<file path="src/rtl/aludec_queue.sv">
// ALU-control decoder followed by a small decoded-entry queue.
// Each accepted MIPS instruction is decoded to its EXE_*_OP code and stored
// with the raw word and an invalid flag. Control state is reset; the entry
// storage is not, and the head outputs are forced to zero while empty.
module aludec_queue #(
    parameter int CTRL_W = 8,
    parameter int DEPTH  = 2,
    parameter int CNT_W  = 16
) (
    input  logic              clk,
    input  logic              resetn,
    input  logic              in_valid,
    output logic              in_ready,
    input  logic [31:0]       instr,
    input  logic              flush,
    output logic              out_valid,
    input  logic              out_ready,
    output logic [CTRL_W-1:0] out_alucontrol,
    output logic [31:0]       out_instr,
    output logic              out_invalid,
    output logic [CNT_W-1:0]  inv_count
);
    localparam int PTR_W = (DEPTH > 1) ? $clog2(DEPTH) : 1;
    localparam int OCC_W = $clog2(DEPTH) + 1;

    // ALU operation codes
    localparam logic [7:0] AND_OP    = 8'h24, OR_OP    = 8'h25, XOR_OP   = 8'h26, NOR_OP   = 8'h27;
    localparam logic [7:0] ANDI_OP   = 8'h59, ORI_OP   = 8'h5A, XORI_OP  = 8'h5B, LUI_OP   = 8'h5C;
    localparam logic [7:0] SLL_OP    = 8'h7C, SLLV_OP  = 8'h04, SRL_OP   = 8'h02, SRLV_OP  = 8'h06;
    localparam logic [7:0] SRA_OP    = 8'h03, SRAV_OP  = 8'h07;
    localparam logic [7:0] MFHI_OP   = 8'h10, MTHI_OP  = 8'h11, MFLO_OP  = 8'h12, MTLO_OP  = 8'h13;
    localparam logic [7:0] SLT_OP    = 8'h2A, SLTU_OP  = 8'h2B, SLTI_OP  = 8'h57, SLTIU_OP = 8'h58;
    localparam logic [7:0] ADD_OP    = 8'h20, ADDU_OP  = 8'h21, SUB_OP   = 8'h22, SUBU_OP  = 8'h23;
    localparam logic [7:0] ADDI_OP   = 8'h55, ADDIU_OP = 8'h56;
    localparam logic [7:0] MULT_OP   = 8'h18, MULTU_OP = 8'h19, DIV_OP   = 8'h1A, DIVU_OP  = 8'h1B;
    localparam logic [7:0] J_OP      = 8'h4F, JAL_OP   = 8'h50, JALR_OP  = 8'h09, JR_OP    = 8'h08;
    localparam logic [7:0] BEQ_OP    = 8'h51, BNE_OP   = 8'h52, BLEZ_OP  = 8'h53, BGTZ_OP  = 8'h54;
    localparam logic [7:0] BLTZ_OP   = 8'h40, BGEZ_OP  = 8'h41, BLTZAL_OP = 8'h4A, BGEZAL_OP = 8'h4B;
    localparam logic [7:0] LB_OP     = 8'hE0, LH_OP    = 8'hE1, LW_OP    = 8'hE3, LBU_OP   = 8'hE4;
    localparam logic [7:0] LHU_OP    = 8'hE5, SB_OP    = 8'hE8, SH_OP    = 8'hE9, SW_OP    = 8'hEB;
    localparam logic [7:0] SYSCALL_OP = 8'h0C, BREAK_OP = 8'h0B;
    localparam logic [7:0] ERET_OP   = 8'h6B, MTC0_OP  = 8'h60, MFC0_OP  = 8'h5D;

    // Instruction word to ALU code; 0 marks a reserved instruction.
    function automatic logic [7:0] decode(input logic [31:0] w);
        logic [5:0] op;
        logic [5:0] funct;
        logic [4:0] rt;
        op     = w[31:26];
        funct  = w[5:0];
        rt     = w[20:16];
        decode = 8'h00;
        if (w == 32'h42000018) begin
            decode = ERET_OP;
        end else if (w[31:21] == 11'b01000000100) begin
            decode = MTC0_OP;
        end else if (w[31:21] == 11'b01000000000) begin
            decode = MFC0_OP;
        end else if (op == 6'h00) begin
            case (funct)
                6'h24: decode = AND_OP;   6'h25: decode = OR_OP;
                6'h26: decode = XOR_OP;   6'h27: decode = NOR_OP;
                6'h00: decode = SLL_OP;   6'h02: decode = SRL_OP;
                6'h03: decode = SRA_OP;   6'h04: decode = SLLV_OP;
                6'h06: decode = SRLV_OP;  6'h07: decode = SRAV_OP;
                6'h10: decode = MFHI_OP;  6'h11: decode = MTHI_OP;
                6'h12: decode = MFLO_OP;  6'h13: decode = MTLO_OP;
                6'h20: decode = ADD_OP;   6'h21: decode = ADDU_OP;
                6'h22: decode = SUB_OP;   6'h23: decode = SUBU_OP;
                6'h2A: decode = SLT_OP;   6'h2B: decode = SLTU_OP;
                6'h18: decode = MULT_OP;  6'h19: decode = MULTU_OP;
                6'h1A: decode = DIV_OP;   6'h1B: decode = DIVU_OP;
                6'h08: decode = JR_OP;    6'h09: decode = JALR_OP;
                6'h0D: decode = BREAK_OP; 6'h0C: decode = SYSCALL_OP;
                default: decode = 8'h00;
            endcase
        end else if (op == 6'h01) begin
            case (rt)
                5'h00: decode = BLTZ_OP;   5'h01: decode = BGEZ_OP;
                5'h10: decode = BLTZAL_OP; 5'h11: decode = BGEZAL_OP;
                default: decode = 8'h00;
            endcase
        end else begin
            case (op)
                6'h0C: decode = ANDI_OP;  6'h0E: decode = XORI_OP;
                6'h0D: decode = ORI_OP;   6'h0F: decode = LUI_OP;
                6'h08: decode = ADDI_OP;  6'h09: decode = ADDIU_OP;
                6'h0A: decode = SLTI_OP;  6'h0B: decode = SLTIU_OP;
                6'h04: decode = BEQ_OP;   6'h05: decode = BNE_OP;
                6'h07: decode = BGTZ_OP;  6'h06: decode = BLEZ_OP;
                6'h02: decode = J_OP;     6'h03: decode = JAL_OP;
                6'h20: decode = LB_OP;    6'h24: decode = LBU_OP;
                6'h21: decode = LH_OP;    6'h25: decode = LHU_OP;
                6'h23: decode = LW_OP;    6'h28: decode = SB_OP;
                6'h29: decode = SH_OP;    6'h2B: decode = SW_OP;
                default: decode = 8'h00;
            endcase
        end
    endfunction

    // Counter increment that sticks at all ones.
    function automatic logic [CNT_W-1:0] sat_inc(input logic [CNT_W-1:0] v);
        return (&v) ? v : v + CNT_W'(1);
    endfunction

    logic [CTRL_W-1:0] mem_code  [DEPTH];
    logic [31:0]       mem_instr [DEPTH];
    logic              mem_inv   [DEPTH];

    logic [PTR_W-1:0]  wr_ptr;
    logic [PTR_W-1:0]  rd_ptr;
    logic [OCC_W-1:0]  occ;

    logic [CTRL_W-1:0] in_code;
    logic              in_invalid;
    logic              push;
    logic              pop;

    assign in_code    = CTRL_W'(decode(instr));
    assign in_invalid = (in_code == '0);
    assign in_ready   = (occ < OCC_W'(DEPTH));
    assign out_valid  = (occ != '0);
    assign push       = in_valid && in_ready;
    assign pop        = out_valid && out_ready;

    assign out_alucontrol = out_valid ? mem_code[rd_ptr]  : '0;
    assign out_instr      = out_valid ? mem_instr[rd_ptr] : 32'h0;
    assign out_invalid    = out_valid ? mem_inv[rd_ptr]   : 1'b0;

    // Pointers, occupancy and invalid counter; flush overrides push and pop.
    always_ff @(posedge clk or negedge resetn) begin
        if (!resetn) begin
            wr_ptr    <= '0;
            rd_ptr    <= '0;
            occ       <= '0;
            inv_count <= '0;
        end else if (flush) begin
            wr_ptr <= '0;
            rd_ptr <= '0;
            occ    <= '0;
        end else begin
            if (push) wr_ptr <= wr_ptr + PTR_W'(1);
            if (pop)  rd_ptr <= rd_ptr + PTR_W'(1);
            case ({push, pop})
                2'b10:   occ <= occ + OCC_W'(1);
                2'b01:   occ <= occ - OCC_W'(1);
                default: occ <= occ;
            endcase
            if (push && in_invalid) inv_count <= sat_inc(inv_count);
        end
    end

    // Entry storage written at the tail on each accepted, unflushed push.
    always_ff @(posedge clk) begin
        if (push && !flush) begin
            mem_code[wr_ptr]  <= in_code;
            mem_instr[wr_ptr] <= instr;
            mem_inv[wr_ptr]   <= in_invalid;
        end
    end
endmodule

</file>
<file path="config.mk">
export PLATFORM = sky130hd
export DESIGN_NAME = aludec_queue
export DESIGN_NICKNAME = d
export VERILOG_FILES = /design/src/rtl/aludec_queue.sv
export SDC_FILE = /design/constraint.sdc
export NUM_CORES = 1
export LEC_CHECK = 0
export ABC_AREA = 1
export BUFFER_PORTS_ARGS = -buffer_cell sky130_fd_sc_hd__buf_2
export CAP_MARGIN = 20
export CORE_MARGIN = 2
export CORE_UTILIZATION = 40
export DETAILED_ROUTE_END_ITERATION = 8
export GPL_TIMING_DRIVEN = 0
export PLACE_DENSITY_LB_ADDON = 0.1
export SETUP_SLACK_MARGIN = 0.5
export SLEW_MARGIN = 5
export SYNTH_ARGS = -nofsm -noshare
export SYNTH_HDL_FRONTEND = slang
export SYNTH_SLANG_ARGS = --single-unit
</file>
<file path="constraint.sdc">
create_clock -name clk -period 2.57 [get_ports clk]
set_input_delay 0.3855 -clock clk [delete_from_list [all_inputs] [get_ports clk]]
set_output_delay 0.3855 -clock clk [all_outputs]
set_load 0.02 [all_outputs]
</file>
Word level (Yosys, flattened, before mapping) --
Memory sizes are Yosys's and may differ from the RTL's. Cells that the tools add are included.
Storage, ports and cells: memory bits (writable) 82, memories 5, ROM bits 960, logic and storage cells 57, flip-flop bits (word level) 20, latch bits 0, input port bits 37
Operators by class: eq/ne operators 9, multiply operators 0, multiplexer cells 17, $lt $le $gt $ge 1, add/subtract/negate cells 5, reductions and logical operators 14, shifts and indexed selects 0, bitwise operators 2, div/mod/pow operators 0
Memories:
- (no name shown) | depth 64, bits a word 8, rd ports 1, clocked after Yosys merged registers in 0, wr ports 0, line 84 | case (op)
- (no name shown) | depth 64, bits a word 7, rd ports 1, clocked after Yosys merged registers in 0, wr ports 0, line 60 | case (funct)
- mem_instr | depth 2, bits a word 32, rd ports 1, clocked after Yosys merged registers in 0, wr ports 1, line 107 | logic [31:0] mem_instr [DEPTH];
- mem_code | depth 2, bits a word 8, rd ports 1, clocked after Yosys merged registers in 0, wr ports 1, line 106 | logic [CTRL_W-1:0] mem_code [DEPTH];
- mem_inv | depth 2, bits a word 1, rd ports 1, clocked after Yosys merged registers in 0, wr ports 1, line 108 | logic mem_inv [DEPTH];
Operators by type and width (number):
- 8-bit two-way mux | 6
- 32-bit by 31-bit equality test with 1-bit output, second input constant | 1
- 32-bit two-way mux | 1
- 7-bit case mux with 4 select lines | 1
- 11-bit by 10-bit equality test with 1-bit output, second input constant | 2
- 16-bit by 1-bit adder with 16-bit output, second input constant | 1
- 16-bit AND reduction | 1
- 5-bit equality test, second input constant | 2
- 8-bit logical NOT | 1
- 1-bit two-way mux | 7
- 6-bit by 1-bit equality test with 1-bit output, second input constant | 1
- 6-bit logical NOT | 1
- 2-bit nonzero test | 3
- 5-bit by 1-bit equality test with 1-bit output, second input constant | 1
- 5-bit logical NOT | 1
- 1-bit logical AND | 4
- 2-bit case mux with 2 select lines | 1
- 3-bit AND reduction | 1
- 3-bit nonzero test | 1
- 1-bit adder, second input constant | 2
- 2-bit by 1-bit adder with 2-bit output, second input constant | 1
- 2-bit by 1-bit equality test with 1-bit output, second input constant | 1
- 2-bit equality test, second input constant | 1
- 2-bit < comparator, second input constant | 1
- 4 further kinds | 5

Logic depth before layout (Yosys ltp) --
Gate-level depths: netlist of the first run.
word-level depth 10, depth in mapped cells 15, gate-level depth less buffers 14

Worst setup path before layout of the first run --
No wires, ideal clock.
path kind flip-flop to flip-flop, start register occ[1], end memory mem_code[0][0] (enable), data required time 2.131 ns, library setup time 0.439 ns, arrival 2.576 ns, setup slack -0.445 ns, stages on the path, launching flop included 6, path through dfrtp_1 -> inv_1 -> nand2_1 -> inv_1 -> nand2_1 -> nor2_1
On the way: word-level cells in the longest chain between the ends 5
Ends and longest elaborated chain:
- start: declaration | line 112 | logic [OCC_W-1:0] occ;
- start signal: assignment | line 145 | 2'b10: occ <= occ + OCC_W'(1);
- start signal: assignment | line 146 | 2'b01: occ <= occ - OCC_W'(1);
- 2-bit < comparator | line 121 | assign in_ready = (occ < OCC_W'(DEPTH));
- net in_ready | line 13 | output logic in_ready,
- 1-bit logical AND | line 123 | assign push = in_valid && in_ready;
- 1-bit logical AND | line 155 | if (push && !flush) begin
- 1-bit two-way mux | line 155
- 1-bit two-way mux (implied by the code) | line 156 | mem_code[wr_ptr] <= in_code;
- end: declaration | line 106
The timed path passes the listed nets, and every way through them passes these cells.

Worst setup path in the final report of the first run --
start register rd_ptr, end output port out_alucontrol[3]
On the way: word-level cells in the longest chain between the ends 2
Ends and longest elaborated chain:
- start: declaration | line 111 | logic [PTR_W-1:0] rd_ptr;
- start signal: assignment | line 143 | if (pop) rd_ptr <= rd_ptr + PTR_W'(1);
- memory 2 x 8 bit
- 8-bit two-way mux | line 126 | assign out_alucontrol = out_valid ? mem_code[rd_ptr] : '0;
- end: declaration | line 18 | output logic [CTRL_W-1:0] out_alucontrol,
Every way passes these cells.

==> results of run 1 <==
[final cells by class]
type | instances | area [sq um]
Fill cell | 1240 | 6200
Timing Repair Buffer | 105 | 598
Tap cell | 172 | 215
Clock inverter | 2 | 12.5
Multi-Input combinational cell | 411 | 2140
Inverter | 41 | 159
Buffer | 17 | 135
Sequential cell | 102 | 2960
Clock buffer | 14 | 294
[metal layers]
metal	vias up	share of wire	global-route usage
met5	-	0	0
met3	16	0.039	0.0297
li1	2157	-	-
met4	0	0.014	0.0610
met2	111	0.47	0.301
met1	2017	0.48	0.255
[sequential cells by signal, indices dropped and copies added (netlist names)]
signal and count:
mem_inv 2, wr_ptr 1, inv_count 16, mem_code 16
occ 2, rd_ptr 1, mem_instr 64
[power breakdown]
group / switching, mW / internal (mW)
logic: 1.30 / 0.619
registers: 0.0761 / 1.96
clock network: 0.584 / 0.788
[logic make-up after synthesis]
kind of cell,Yosys count,share of synthesized area
buffers and inverters,58,0.0446
DFF,102,0.562
AOI/OAI and AO/OA,67,0.0686
adders and majority gates,7,0.0166
and+or+nand+nor,323,0.285
xor gates and xnor gates,14,0.0233
[worst paths after layout]
kind,slack [ps],to,cells after the start,from
hold / removal,230,mem_instr[0][6]$_DFFE_PP_,1,instr[6]
setup reg to reg,620,inv_count[6]$_DFFE_PN0P_,9,inv_count[1]$_DFFE_PN0P_
hold reg to reg,530,inv_count[15]$_DFFE_PN0P_,2,inv_count[15]$_DFFE_PN0P_
setup / recovery,590,out_alucontrol[3],6,rd_ptr$_DFFE_PN0P_
max in group asynchronous,1710,inv_count[0]$_DFFE_PN0P_,2,resetn
min in group asynchronous,520,occ[0]$_DFFE_PN0P_,2,resetn
[cells in the final DEF (no fill, tap or decap), drive strengths merged]
cell / n
xor2: 8
nand2: 193
edfxtp: 82
or2: 1
xnor2: 6
nor3: 9
clkinvlp: 1
o22ai: 2
dfrtp: 20
a22oi: 1
a31oi: 2
clkbuf: 21
nor2: 58
a21oi: 50
nor4: 2
o21ai: 12
nand4: 20
nand3: 39
and2: 1
inv: 40
ha: 7
dlygate4sd3: 1
buf: 114
clkinv: 2
[stage by stage]
| stage | hold slack [ps] | instances |
|---|---|---|
| after floorplan | 89.9 | 571 |
| after global placement | 367 | 838 |
| after detailed placement | 372 | 840 |
| after CTS | 220 | 857 |
| after global routing | 229 | 864 |
| final | 232 | 864 |
[worst reg2reg max path, stage by stage, from the launching register on]
cell	delay (ps)
dfrtp_1	400
ha_1	210
nand3_1	170
nor2_4	180
nand3_2	120
nor2_4	180
a31oi_4	180
buf_4	230
nand4_1	110
nand2_1	60
[what timing repair did]
action / CTS / global route
setup endpoints to repair: 51 / 86
pin swaps: 0 / 4
setup buffers: 0 / 7
gates resized for setup: 24 / 35
hold buffers: 1 / 0
endpoints found under the hold margin: 7 / 0
==> flow_metrics.env, run 1 <==
export IMPL_status="finished, final reports clean"
export IMPL_slew_viol_final=0
export IMPL_cts_sinks=102
export IMPL_synth_nets=615
export IMPL_crit_slowest_cell="dfrtp_1"
export IMPL_synth_cells=571
export IMPL_h_tree_depth=3
export IMPL_port_buffers=95
export IMPL_start_util=0.415
export IMPL_syn_to_final_growth_pct=23.7
export IMPL_cts_buffer_depth=2
export IMPL_tightest_slew_ps=481
export IMPL_die_area_sq_mm=0.0141
export IMPL_critPathBufInv=4
export IMPL_cap_violations=0
export IMPL_fmax_ghz=0.506
export IMPL_gp_congestion=0.893
export IMPL_slew_headroom=0.679
export IMPL_first_global_vias=4065
export IMPL_netlist_area_sq_mm=0.00527
export IMPL_drc=0
export IMPL_ys_flop_type="edfxtp_1"
export IMPL_fin_skew_ps=5.90
export IMPL_yosys_top_cells_area="edfxtp_1, nand2_1, dfrtp_1"
export IMPL_post_drt_wl_per_cell_um=14.9
export IMPL_cts_reportedPaths_clkPinSlew_ps=70
export IMPL_startpoint_type="register"
export IMPL_synth_warning_count=0
export IMPL_rows=41
export IMPL_fin_ws_ps=594
export IMPL_cp_data_required_time_ps=2180
export IMPL_via_per_inst=4.98
export IMPL_drt_iter0_drc=253
export IMPL_grt_usage=0.186
export IMPL_die_w_um=119
export IMPL_vias=4301
export IMPL_cp_top_family="buffers and inverters"
export IMPL_dr_pass1_iters=5
export IMPL_fin_area_sq_mm=0.00652
export IMPL_period_minus_slack_ps=1980
export IMPL_end_kind="output port"
export IMPL_power_density_mw_per_mm2=816
export IMPL_ys_seq_area_frac=0.562
export IMPL_dp_slack_ps=184
export IMPL_peakVddDrop_mv=0.477
export IMPL_hold_violations=0
export IMPL_final_util=0.513
export IMPL_criticalPathCategory="reg -> out"
export IMPL_synth_distinct_cells=37
export IMPL_yosys_area_top_type="edfxtp_1"
export IMPL_postSynth_asyncResetShare=0.196
export IMPL_place_area_sq_mm=0.00602
export IMPL_avgSynthCellArea_sq_um=9.24
export IMPL_synth_top_area_share=0.467
export IMPL_num_nets_final=731
export IMPL_dp_hpwl_um=9290
export IMPL_core_area_sq_mm=0.0127
export IMPL_synth_edf_count=82
export IMPL_fin_crit_sh=0.769
export IMPL_finalSetupViolCount=0
export IMPL_cts_root_buf="clkbuf_16"
export IMPL_finalPower_mw=5.32
export IMPL_cp_arrival_ps=1590
export IMPL_grt_max_degree=30
export IMPL_rsz0062_at_grt="no"
export IMPL_synth_ff_latch_count=102
export IMPL_clk_latency_ps=350
export IMPL_antenna_found_initial=0
export IMPL_numCtsBuffers=9
export IMPL_grt_overflow=0
export IMPL_boundaryPins=96
export IMPL_ant_nets=0
export IMPL_path_cells="buf_2 > clkinv_4 > clkbuf_8 > nand2_1 > a21oi_1 > buf_4"
export IMPL_p_leak_nw=2.90
export IMPL_setup_tns_ps=0
export IMPL_worst_path_largest_cell_delay_ps=370
export IMPL_netlist_top_cells_count="nand2_1, edfxtp_1, a21oi_1"
export IMPL_hp_class="in -> reg"
export IMPL_cts_tree="done"
export IMPL_path_max_fanout=10
export IMPL_grt_pass1_wl_um=20800
export IMPL_drive_gt1_frac=0.272
export IMPL_fp_dieH_um=119
export IMPL_antenna_cells=0
export IMPL_totalWireLength_um=12900
export IMPL_yosysMostFrequentCell="nand2_1"
Note: power is estimated with default switching activity, not from simulation.
==> inputs of run 2 (changes only) <==
==> constraint.sdc (replaced) <==
create_clock -name clk -period 1.72 [get_ports clk]
set_input_delay 0.258 -clock clk [delete_from_list [all_inputs] [get_ports clk]]
set_output_delay 0.258 -clock clk [all_outputs]
set_load 0.02 [all_outputs]
==> run 2 against run 1 <==
  * The flow now finishes with violations (negative setup slack)
  * Non-clock buffer count is 87 higher
  * Flip-flop and latch count stayed put
  * Critical path type is now in -> reg
  * First-iteration DRC count is 44% higher
  * Register-to-register slack worse by 610 ps
  * Sequential share of layout area is 12 points lower
  * Clock-buffer cell count is 4 lower
  * Sequential power is 52% higher
  * Largest cell class is now multi-input gates
  * Total power is 100% higher
  * Die area stayed put
==> flow_metrics.env, run 2 (synthesized netlist as in run 1, its figures left out) <==
export IMPL_status="complete, but fails checks"
export IMPL_violations="negative setup slack"
export IMPL_reg2reg_slack_ps=10
export IMPL_period_minus_slack_ps=1770
export IMPL_finalPower_mw=10.8
export IMPL_hold_violations=0
export IMPL_hold_worst_slack_ps=106
export IMPL_top_regs="mem_instr (64), inv_count (16), mem_code (16)"
export IMPL_timing_rr_start="occ[1]$_DFFE_PN0P_"
export IMPL_cts_root_buf="clkbuf_16"
export IMPL_post_drt_wl_per_cell_um=17.3
export IMPL_gp_congestion=0.855
export IMPL_setup_tns_ps=-855
export IMPL_hold_start="instr[19]"
export IMPL_cap_violations=0
export IMPL_grt_usage=0.212
export IMPL_clk_latency_ps=350
export IMPL_rows=41
export IMPL_cts_sinks=102
export IMPL_port_buffers=95
export IMPL_drc=0
export IMPL_fin_crit_sh=1.03
export IMPL_final_util=0.703
export IMPL_cts_reportedPaths_clkPinSlew_ps=70
export IMPL_rsz0062_at_grt="yes"
export IMPL_cts_tree="done"
export IMPL_final_common_cell="nand2_1"
export IMPL_via_per_inst=5.17
export IMPL_h_tree_depth=3
export IMPL_layout_common_cells="nand2_1, edfxtp_1, buf_4, buf_6, nand2_2"
export IMPL_slew_headroom=0.666
export IMPL_regArea_sq_mm=0.00298
export IMPL_fin_ws_ps=-54.6
export IMPL_dp_hpwl_um=9380
export IMPL_fp_dieH_um=119
export IMPL_fmax_ghz=0.564
export IMPL_core_area_sq_mm=0.0127
export IMPL_cp_arrival_ps=2060
export IMPL_dp_slack_ps=-596
export IMPL_first_global_vias=4598
export IMPL_slew_viol_final=0
export IMPL_largest_register="mem_instr"
export IMPL_p_leak_nw=3.72
export IMPL_totalWireLength_um=16500
export IMPL_antenna_cells=0
export IMPL_die_w_um=119
export IMPL_end_kind="register"
export IMPL_num_nets_final=819
export IMPL_vias=4922
export IMPL_num_fill_cells=932
export IMPL_antenna_found_initial=0
export IMPL_dr_pass1_iters=5
export IMPL_largest_reg_flops=64
export IMPL_path_max_fanout=5
export IMPL_startpoint_type="primary input"
export IMPL_grt_overflow=0
export IMPL_power_density_mw_per_mm2=1210
export IMPL_finalSetupViolCount=44
export IMPL_syn_to_final_growth_pct=69.5
export IMPL_hp_class="in -> reg"
export IMPL_multiInputGateArea_sq_mm=0.00299
export IMPL_boundaryPins=96
export IMPL_hold_depth=1
export IMPL_r2r_end="mem_instr[0][17]$_DFFE_PP_"
export IMPL_criticalPathCategory="in -> reg"
export IMPL_die_area_sq_mm=0.0141
export IMPL_peakVddDrop_mv=0.629
export IMPL_drive_gt1_frac=0.553
export IMPL_grt_pass1_wl_um=23500
export IMPL_numCtsBuffers=9
export IMPL_ant_nets=0
export IMPL_fin_skew_ps=9.48
export IMPL_cts_buffer_depth=2
export IMPL_grt_max_degree=21
export IMPL_reg2reg_depth=9
export IMPL_cp_data_required_time_ps=2010
export IMPL_start_util=0.415
export IMPL_whs_endpoint="mem_instr[0][19]$_DFFE_PP_"
export IMPL_drt_iter0_drc=365
export IMPL_tightest_slew_ps=501
run 2: changes by cell type in the layout (fill, tap and decap cells not counted), sizes merged:
cell,change
bufinv,+2
clkinvlp,+1
buf,+80
clkinv,+4
clkbuf,+3
inv,-2
run 2: what timing repair did:
action	CTS	global route
setup endpoints to repair	175	174
gates cloned	10	5
setup buffers	43	37
gates resized for setup	183	159
pin swaps	39	71
hold endpoints to repair	20	0
hold buffers	1	0
run 2: layout make-up:
| cell class | instances | share of cell area |
|---|---|---|
| Timing Repair Buffer | 192 | 0.215 |
| Timing Repair inverter | 1 | 0.00182 |
| Sequential cell | 102 | 0.333 |
| Tap cell | 172 | 0.0241 |
| Buffer | 17 | 0.0350 |
| Inverter | 41 | 0.0206 |
| Clock inverter | 6 | 0.00924 |
| Multi-Input combinational cell | 411 | 0.334 |
| Clock buffer | 10 | 0.0267 |
run 2: routing by layer:
metal  routed length (um)  GRT usage  vias to the layer above
met2                 8390      0.362                      200
met3                  831     0.0398                       32
met1                 6810      0.273                     2338
met5                    0          0                        -
li1                     -          -                     2352
met4                  422     0.0662                        0
run 2: report_power, final:
group          switching (mW)  total [mW]  internal (mW)
logic                    2.90        5.51           2.61
clock network           0.893        2.20           1.31
registers               0.149        3.08           2.93
total                    3.95        10.8           6.85
run 2: how the worst max path moves through the flow:
stage / startpoint / endpoint / slack, ps / depth (start not counted)
floorplan: occ[1]$_DFFE_PN0P_ / mem_code[0][0]$_DFFE_PP_ / -60 / 5
global placement: instr[27] / inv_count[6]$_DFFE_PN0P_ / -590 / 14
detailed placement: instr[27] / inv_count[4]$_DFFE_PN0P_ / -600 / 14
CTS: rd_ptr$_DFFE_PN0P_ / out_alucontrol[6] / -50 / 6
global route: instr[26] / inv_count[10]$_DFFE_PN0P_ / -120 / 14
finish: instr[26] / inv_count[10]$_DFFE_PN0P_ / -50 / 14
run 2: through the flow:
stage / area, sq um / std cells
2_1_floorplan: 5730 / 571
4_1_cts: 8040 / 910
3_3_place_gp: 6420 / 838
5_1_grt: 8940 / 952
6_report: 8940 / 952
3_5_place_dp: 6460 / 840
run 2: worst max-delay path, stage by stage:
cell        delay, ps
buf_12             80
clkinvlp_4        180
ha_4              240
nand3_4           130
buf_4             140
nor2_2             40
nand2_2            80
nand2_2            70
nor2_4            160
nand3_4           120
nor2_4            210
buf_6             150
nand4_1            90
nand2_1            90
